## config.mk

```make
export PLATFORM = sky130hd
export DESIGN_NAME = seven_seg_scan_driver
export DESIGN_NICKNAME = d
export VERILOG_FILES = /design/src/rtl/seven_seg_pkg.sv /design/src/rtl/seven_seg_decoder.sv /design/src/rtl/seven_seg_scan_driver.sv
export SDC_FILE = /design/constraint.sdc
export NUM_CORES = 1
export LEC_CHECK = 0
export ABC_AREA = 1
export CAP_MARGIN = 20
export CORE_MARGIN = 8
export CORE_UTILIZATION = 48
export DETAILED_ROUTE_END_ITERATION = 12
export PLACE_DENSITY_LB_ADDON = 0.1
export SETUP_SLACK_MARGIN = 0.02
export SLEW_MARGIN = 15
export SYNTH_ARGS = -nofsm -noshare
export SYNTH_HDL_FRONTEND = slang
export SYNTH_SLANG_ARGS = --single-unit
export TNS_END_PERCENT = 100
```

## constraint.sdc

```tcl
create_clock -name clk -period 1.56 [get_ports clk]
set_input_delay 0.468 -clock clk [delete_from_list [all_inputs] [get_ports clk]]
set_output_delay 0.468 -clock clk [all_outputs]
set_load 0.02 [all_outputs]
```

## src/rtl/seven_seg_pkg.sv

```systemverilog
// Shared constants and the hex-to-7-segment decode helper for the scan driver.
// Segment bits are active-low with [6:0] = g..a.
package seven_seg_pkg;

    localparam logic [7:0] SEG_OFF = 8'hFF;

    localparam logic [6:0] DECODE_TABLE [16] = '{
        7'h40, 7'h79, 7'h24, 7'h30, 7'h19, 7'h12, 7'h02, 7'h78,
        7'h00, 7'h10, 7'h08, 7'h03, 7'h46, 7'h21, 7'h06, 7'h0E
    };

    function automatic logic [6:0] decode(input logic [3:0] nibble);
        return DECODE_TABLE[nibble];
    endfunction

endpackage

```

## src/rtl/seven_seg_decoder.sv

```systemverilog
// Combinational hex nibble to active-low 7-segment pattern (a..g on bits 0..6).
module seven_seg_decoder
    import seven_seg_pkg::*;
(
    input  logic [3:0] nibble,
    output logic [6:0] seg7
);

    // Table lookup of the current digit value
    always_comb begin
        seg7 = decode(nibble);
    end

endmodule

```

## src/rtl/seven_seg_scan_driver.sv

```systemverilog
// Time-multiplexed common-anode 7-segment driver: PWM brightness, guard tick,
// per-digit enable/blink, and frame-synchronous capture of the display inputs.
module seven_seg_scan_driver
    import seven_seg_pkg::*;
#(
    parameter int NUM_DIGITS   = 4,
    parameter int PRESCALE     = 1000,
    parameter int BRIGHT_W     = 3,
    parameter int BLINK_FRAMES = 64
) (
    input  logic                    clk,
    input  logic                    rst_n,
    input  logic [4*NUM_DIGITS-1:0] digits,
    input  logic [NUM_DIGITS-1:0]   decimal_points,
    input  logic [NUM_DIGITS-1:0]   digit_enable,
    input  logic [NUM_DIGITS-1:0]   blink_mask,
    input  logic [BRIGHT_W-1:0]     brightness,
    output logic [7:0]              segments,
    output logic [NUM_DIGITS-1:0]   anodes,
    output logic                    frame_start
);

    localparam int PS_W  = (PRESCALE > 1) ? $clog2(PRESCALE) : 1;
    localparam int IDX_W = (NUM_DIGITS > 1) ? $clog2(NUM_DIGITS) : 1;
    localparam int FC_W  = (BLINK_FRAMES > 1) ? $clog2(BLINK_FRAMES) : 1;

    localparam logic [PS_W-1:0]  PS_MAX  = PS_W'(PRESCALE - 1);
    localparam logic [IDX_W-1:0] IDX_MAX = IDX_W'(NUM_DIGITS - 1);
    localparam logic [FC_W-1:0]  FC_MAX  = FC_W'(BLINK_FRAMES - 1);

    logic [PS_W-1:0]         prescale_r;
    logic [BRIGHT_W-1:0]     phase_r;
    logic [IDX_W-1:0]        index_r;
    logic [FC_W-1:0]         frame_cnt_r;
    logic                    blink_phase_r;
    logic [4*NUM_DIGITS-1:0] shadow_digits_r;
    logic [NUM_DIGITS-1:0]   shadow_dp_r;
    logic [NUM_DIGITS-1:0]   shadow_en_r;
    logic [NUM_DIGITS-1:0]   shadow_blink_r;

    logic       tick_s;
    logic       phase_wrap_s;
    logic       frame_edge_s;
    logic [3:0] nibble_s;
    logic       dp_s;
    logic       lit_s;
    logic [6:0] seg7_s;

    assign tick_s       = (prescale_r == PS_MAX);
    assign phase_wrap_s = tick_s && (phase_r == {BRIGHT_W{1'b1}});
    assign frame_edge_s = phase_wrap_s && (index_r == IDX_MAX);

    // Prescaler, PWM phase, digit index and blink timing
    always_ff @(posedge clk) begin
        if (!rst_n) begin
            prescale_r    <= '0;
            phase_r       <= '0;
            index_r       <= '0;
            frame_cnt_r   <= '0;
            blink_phase_r <= 1'b0;
        end else begin
            prescale_r <= tick_s ? PS_W'(0) : prescale_r + PS_W'(1);
            if (tick_s) begin
                phase_r <= phase_r + BRIGHT_W'(1);
            end
            if (phase_wrap_s) begin
                index_r <= frame_edge_s ? IDX_W'(0) : index_r + IDX_W'(1);
            end
            if (frame_edge_s) begin
                if (frame_cnt_r == FC_MAX) begin
                    frame_cnt_r   <= '0;
                    blink_phase_r <= ~blink_phase_r;
                end else begin
                    frame_cnt_r <= frame_cnt_r + FC_W'(1);
                end
            end
        end
    end

    // Shadow copy of the display inputs, refreshed only at frame boundaries
    always_ff @(posedge clk) begin
        if (!rst_n) begin
            shadow_digits_r <= '0;
            shadow_dp_r     <= '0;
            shadow_en_r     <= '0;
            shadow_blink_r  <= '0;
        end else if (frame_edge_s) begin
            shadow_digits_r <= digits;
            shadow_dp_r     <= decimal_points;
            shadow_en_r     <= digit_enable;
            shadow_blink_r  <= blink_mask;
        end
    end

    // Phase 0 of each slot stays dark so the previous digit cannot ghost
    always_comb begin
        nibble_s = shadow_digits_r[int'(index_r)*4 +: 4];
        dp_s     = shadow_dp_r[index_r];
        lit_s    = (phase_r != '0) && (phase_r <= brightness)
                   && shadow_en_r[index_r]
                   && !(shadow_blink_r[index_r] && blink_phase_r);
    end

    seven_seg_decoder u_decoder (
        .nibble (nibble_s),
        .seg7   (seg7_s)
    );

    // Registered pin drivers and frame marker
    always_ff @(posedge clk) begin
        if (!rst_n) begin
            segments    <= SEG_OFF;
            anodes      <= '1;
            frame_start <= 1'b0;
        end else begin
            segments    <= lit_s ? {~dp_s, seg7_s} : SEG_OFF;
            anodes      <= lit_s ? ~(NUM_DIGITS'(1) << index_r) : {NUM_DIGITS{1'b1}};
            frame_start <= frame_edge_s;
        end
    end

endmodule

```

[Word level (Yosys, flattened, before mapping)]
Memory sizes are Yosys's and may differ from the RTL's. A register that Yosys moved wholly into a read port is not among the register bits.
Index checks and enable logic that the tools add are counted.
Operators by class
  div/mod/pow operators: 0
  multiply operators: 0
  $add $sub $neg: 4
  magnitude comparators: 3
  equal/unequal tests: 4
  multiplexer cells: 10
  bitwise operators: 5
  reduce and logical (&&, ||, !) cells: 12
  shift-type cells: 2
Operator list (number)
  16-bit by 5-bit variable part select with 4-bit output: 1
  7-bit 2-to-1 mux: 2
  10-bit by 1-bit adder with 10-bit output (second input constant): 1
  10-bit equality test (second input constant): 1
  6-bit by 1-bit adder with 6-bit output (second input constant): 1
  1-bit binary-select mux with 2-bit select: 3
  6-bit equality test (second input constant): 1
  1-bit logical AND: 6
  6-bit 2-to-1 mux: 1
  5-bit >= comparator (second input constant): 1
  4-bit NOT with 5-bit output: 1
  4-bit NOT: 1
  2-bit AND reduction: 2
  1-bit by 2-bit left shift with 4-bit output (first input constant): 1
  3-bit by 1-bit adder with 3-bit output (second input constant): 1
  3-bit equality test (second input constant): 1
  3-bit less-or-equal comparator: 1
  2-bit by 3-bit < comparator with 1-bit output (second input constant): 1
  1-bit 2-to-1 mux: 3
  1-bit NOT: 3
  3-bit nonzero test: 1
  2-bit by 1-bit adder with 2-bit output (second input constant): 1
  2-bit equality test (second input constant): 1
  1-bit zero test: 2
  other kinds (2): 2
Word-level totals
  memories: 1
  register bits: 63
  input bits: 33
  memory bits (writable): 0
  bits in latches: 0
  memory bits (read-only): 112
Memory list
  (no name shown): depth 16, bits a word 7, rd ports 1, clocked after Yosys merged registers in 1, wr ports 0, RTL line seven_seg_pkg.sv:13  | return DECODE_TABLE[nibble];

[Logic depth before layout (Yosys ltp)]
  depth in word-level cells: 7
  gate-level depth with buffers: 12
  mapped depth without buffers: 10

[Cells and area by module]
Synthesis repeated with hierarchy kept, for this count alone.
Unflattened totals
  cells, all modules: 408
  area, all modules: 3041.7 µm²
Modules (own cells, without submodules)
  seven_seg_scan_driver: area each 2767.7 µm², cells each 359, times used 1, sequential area each 1261.2 µm²
  seven_seg_decoder: area each 274.0 µm², cells each 49, times used 1, sequential area each 0.0 µm²

[Worst setup path after synthesis]
OpenSTA, ideal clock, no wires.
  kind: register -> register
  start: reg index_r[0]
  end: reg segments[3]
  setup slack: -0.094 ns
  arrival time: 1.592 ns
  clock period less this slack: 1.654 ns
  cell stages (with the launch flop): 12
  path through: dfxtp_1 > buf_2 > buf_2 > nand2_1 > o21ai_0 > nand2_1 > nand2_1 > inv_1 > ha_1 > o21ai_0 > nand2_1 > nand3_1
On the way
  longest elaborated chain between the ends: 7
  elaborated cells between the ends (all ways): 12
  those cells by class: 1 x shift; 4 x mux; 1 x bitwise; 6 x reduce/logical
Ends and longest elaborated chain
  start, declared: RTL line seven_seg_scan_driver.sv:33  | logic [IDX_W-1:0] index_r;
  start signal, assigned: RTL line seven_seg_scan_driver.sv:67  | index_r <= frame_edge_s ? IDX_W'(0) : index_r + IDX_W'(1);
  1-bit binary-select mux with 2-bit select: RTL line seven_seg_scan_driver.sv:101  | && !(shadow_blink_r[index_r] && blink_phase_r);
  1-bit 2-to-1 mux (implied by the code): RTL line seven_seg_scan_driver.sv:101
  1-bit logical AND: RTL line seven_seg_scan_driver.sv:101
  1-bit zero test: RTL line seven_seg_scan_driver.sv:101
  1-bit logical AND: RTL line seven_seg_scan_driver.sv:101
  2-bit AND reduction (no source line)
  1-bit zero test (no source line)
  end, declared: RTL line seven_seg_scan_driver.sv:18  | output logic [7:0] segments,
Parallel ways exist; a longest one is shown, timed or not. The select of a mux whose other input is x is not followed.
A chain may end at the register's enable or synchronous reset.

[Worst setup path in the final report]
  start: reg prescale_r[0]
  end: reg frame_cnt_r[1]
On the way
  longest elaborated chain between the ends: 3
Ends and longest elaborated chain
  start, declared: RTL line seven_seg_scan_driver.sv:31  | logic [PS_W-1:0] prescale_r;
  start signal, assigned: RTL line seven_seg_scan_driver.sv:62  | prescale_r <= tick_s ? PS_W'(0) : prescale_r + PS_W'(1);
  10-bit equality test: RTL line seven_seg_scan_driver.sv:49  | assign tick_s = (prescale_r == PS_MAX);
  1-bit logical AND: RTL line seven_seg_scan_driver.sv:50  | assign phase_wrap_s = tick_s && (phase_r == {BRIGHT_W{1'b1}});
  1-bit logical AND: RTL line seven_seg_scan_driver.sv:51  | assign frame_edge_s = phase_wrap_s && (index_r == IDX_MAX);
  end signal, assigned: RTL line seven_seg_scan_driver.sv:74  | frame_cnt_r <= frame_cnt_r + FC_W'(1);
  end, declared: RTL line seven_seg_scan_driver.sv:34  | logic [FC_W-1:0] frame_cnt_r;
Every way passes these cells.

==> results.py <==
metrics = {
    "timing": {
        "final_max_slew_viol_count": 0,
        "clock_skew_ns": 0.00953,
        "setup_ws_ns": 0.0509,
        "fmax_mhz": 663,
        "fin_crit_sh_pct": 96.7,
        "worst_slew_pin_slew_ns": 0.303,
        "setup_viol_count_final": 0,
        "rsz0062_at_grt": "true",
        "fin_crit_ns": 1.51,
        "slew_headroom_pct": 79.7,
        "hold_violations": 0,
        "timing.setup.tns_ns": 0,
    },
    "die": {
        "core_sq_um": 6200,
        "rows": 29,
        "die_h_microns": 95.1,
        "io_pins": 46,
        "die_area_sq_um": 9050,
        "initial_utilization_pct": 48.5,
        "fp.dieW_microns": 95.1,
    },
    "clocking": {
        "cts_buffers": 9,
        "cts_root_buf": "clkbuf_8",
        "clock-sinks": 63,
        "cts.clk_slew.worst_paths_ns": 0.07,
        "cts_tree": "done",
        "cts.htree.levels": 3,
        "clock_latency_ns": 0.35,
        "clockBufferDepth": 2,
    },
    "cells_and_area": {
        "nFillCells": 531,
        "final_nets": 532,
        "area_delta_synth_final_pct": 41.2,
        "drive_gt1_share_pct": 23.3,
        "multi_input_area_sq_um": 1750,
        "antenna_cells": 0,
        "final-seq-area_sq_um": 1270,
    },
    "power_and_ir_drop": {
        "combPwrFrac_pct": 5.7,
        "p_per_area_nw_per_um2": 778,
        "p_sw_uw": 704,
        "switching_share_pct": 21.3,
        "peakVddDrop_mv": 0.594,
        "clockPowerShare_pct": 45.3,
        "p_int_uw": 2600,
        "seqPwrFrac_pct": 49.1,
        "leakage_uw": 0.00166,
    },
    "global_route": {
        "grt_pass1_vias": 2646,
        "antenna_found_initial": 0,
        "grt_pass1_wl_microns": 12000,
        "grt.overflow.total": 0,
        "grt_usage_pct": 17.0,
        "grt_max_degree": 34,
    },
    "routing": {
        "detail_route.wl_per_cell_microns": 13.5,
        "vias": 2866,
        "drt_iter0_drc": 118,
        "drcViolationCount": 0,
        "antenna_left": 0,
        "routed_wl_microns": 7610,
        "via_per_inst": 5.09,
        "firstDrtPassIters": 4,
    },
    "critical_path": {
        "cp.required_ns": 1.80,
        "cp-end-kind": "flop",
        "arrival_ns": 1.75,
        "crit_path_max_fanout": 6,
        "critPathKind": "reg2reg",
        "setup.worst_path.start_class": "flop",
    },
    "synthesis": {
        "synth_area_leaders": "dfxtp_1 42%, nor2_1 9.5%, nand2_1 8.7%",
        "synth-seq-cells": 63,
        "synth_area_per_cell_sq_um": 7.46,
        "syn_inst": 403,
        "synth_edf_count": 0,
        "synth_area_sq_um": 3010,
        "async_reset_ff_share_pct": 0,
        "synth.most_common_cell": "nor2_1",
        "ys_seq_area_share_pct": 41.9,
        "synth_common_cells": "76 x nor2_1, 70 x nand2_1, 63 x dfxtp_1",
        "synth.largest_area_cell": "dfxtp_1",
        "yosys.area.top_type_share_pct": 41.9,
        "yosys_warnings": 0,
        "synth_cell_types": 27,
        "synth_ff_type": "dfxtp_1",
        "syn_nets": 454,
    },
    "run_status": {
        "status": "completed",
    },
    "flow_run": {
        "maxCapViolations": 0,
    },
    "placed_design": {
        "pre_cts_ws_ns": -0.442,
        "dpl.hpwl_microns": 5230,
        "place_congestion": 0.873,
        "io_buffer_count": 45,
    },
    "worst_hold_path": {
        "hold_path.class": "reg2reg",
    },
}
==> layout make-up <==
class,count,area share [%]
Clock inverter,2,0.884
Tap cell,77,2.27
Inverter,30,2.71
Sequential cell,63,29.9
Multi-Input combinational cell,295,41.2
Timing Repair Buffer,82,19.0
Clock buffer,14,4.07
==> cells in the final DEF, fill, tap and decap left out, drive strengths merged, types with 3 or more instances in the layout <==
| cell type | n |
|---|---|
| dlygate4sd2 | 15 |
| nor3b | 3 |
| clkbuf | 15 |
| nor3 | 7 |
| nand4 | 5 |
| nand2 | 73 |
| xor2 | 3 |
| a21oi | 17 |
| o21ai | 40 |
| ha | 18 |
| dfxtp | 63 |
| clkdlybuf4s50 | 30 |
| buf | 36 |
| inv | 30 |
| nand3 | 43 |
| nor2 | 81 |
==> per-layer routing <==
layer | track usage, % | wire (microns) | up-vias
met5 | 0 | 0 | -
met4 | 8.71 | 181 | 0
met3 | 5.59 | 361 | 20
met2 | 27.0 | 3650 | 46
met1 | 20.0 | 3410 | 1327
li1 | - | - | 1473
==> metrics by stage <==
| step | cell area (sq um) | hold slack [ns] | util, % | std cells | total power, uW |
|---|---|---|---|---|---|
| after floorplan | 3020 | 0.418 | - | 403 | 1710 |
| after global placement | 3700 | 0.432 | 59.7 | 539 | 1810 |
| after detailed placement | 3700 | 0.446 | 59.7 | 539 | 1810 |
| after CTS | 4020 | 0.487 | 64.8 | 560 | 3320 |
| after global routing | 4250 | 0.500 | 68.4 | 563 | 3430 |
| final | 4250 | 0.481 | 68.4 | 563 | 3300 |
==> state kept, by name (all words and copies together), names as in the netlist <==
| signal | count |
|---|---|
| shadow_digits_r | 16 |
| prescale_r | 10 |
| segments | 8 |
| frame_cnt_r | 6 |
| anodes | 4 |
| shadow_blink_r | 4 |
| shadow_dp_r | 4 |
| shadow_en_r | 4 |
| phase_r | 3 |
| index_r | 2 |
| blink_phase_r | 1 |
| frame_start | 1 |
==> cells by family (layout without fill, tap and decap cells) <==
group / count (synthesis) / after routing / synth area share, %
XOR/XNOR: 4 / 4 / 1.17
AO/OA/AOI/OAI: 59 / 59 / 10.0
buffers and inverters: 45 / 128 / 7.45
adder cells (fa/ha/maj): 18 / 18 / 7.49
flip-flops: 63 / 63 / 41.9
AND/OR/NAND/NOR: 214 / 214 / 31.9
==> worst paths after layout <==
kind	endpoint	cells past startpoint	slack (ns)	from
setup reg to reg	frame_cnt_r[1]	9	0.05	prescale_r[0]
hold / removal	shadow_digits_r[4]	2	0.48	shadow_digits_r[4]
hold reg to reg	shadow_digits_r[4]	2	0.48	shadow_digits_r[4]
setup / recovery	frame_cnt_r[1]	9	0.05	prescale_r[0]
==> power by group through the flow <==
stage / Sequential [uW] / Clock (uW) / Combinational (uW)
2_1_floorplan: 1660 / 0 / 50.6
4_1_cts: 1620 / 1530 / 166
3_3_place_gp: 1660 / 0 / 155
5_1_grt: 1620 / 1610 / 204
3_5_place_dp: 1660 / 0 / 158
6_report: 1620 / 1490 / 187
==> worst max-delay path, stage by stage (launching register included) <==
cell and delay [ns]:
dfxtp_2 0.35, ha_4 0.16, nand2_4 0.05, nor2_4 0.15, nand3_4 0.10, nor2_4 0.12, nand2_4 0.11, clkbuf_16 0.19
o21ai_2 0.12, nor2_1 0.05
==> what timing repair did <==
| action | in CTS | in global routing |
|---|---|---|
| hold buffers | 0 | 0 |
| resized for setup | 34 | 49 |
| cloned | 3 | 1 |
| setup buffers | 2 | 2 |
| pin swaps | 4 | 8 |
| endpoints found under the setup margin | 53 | 44 |
Power figures use the tool's default switching activity.
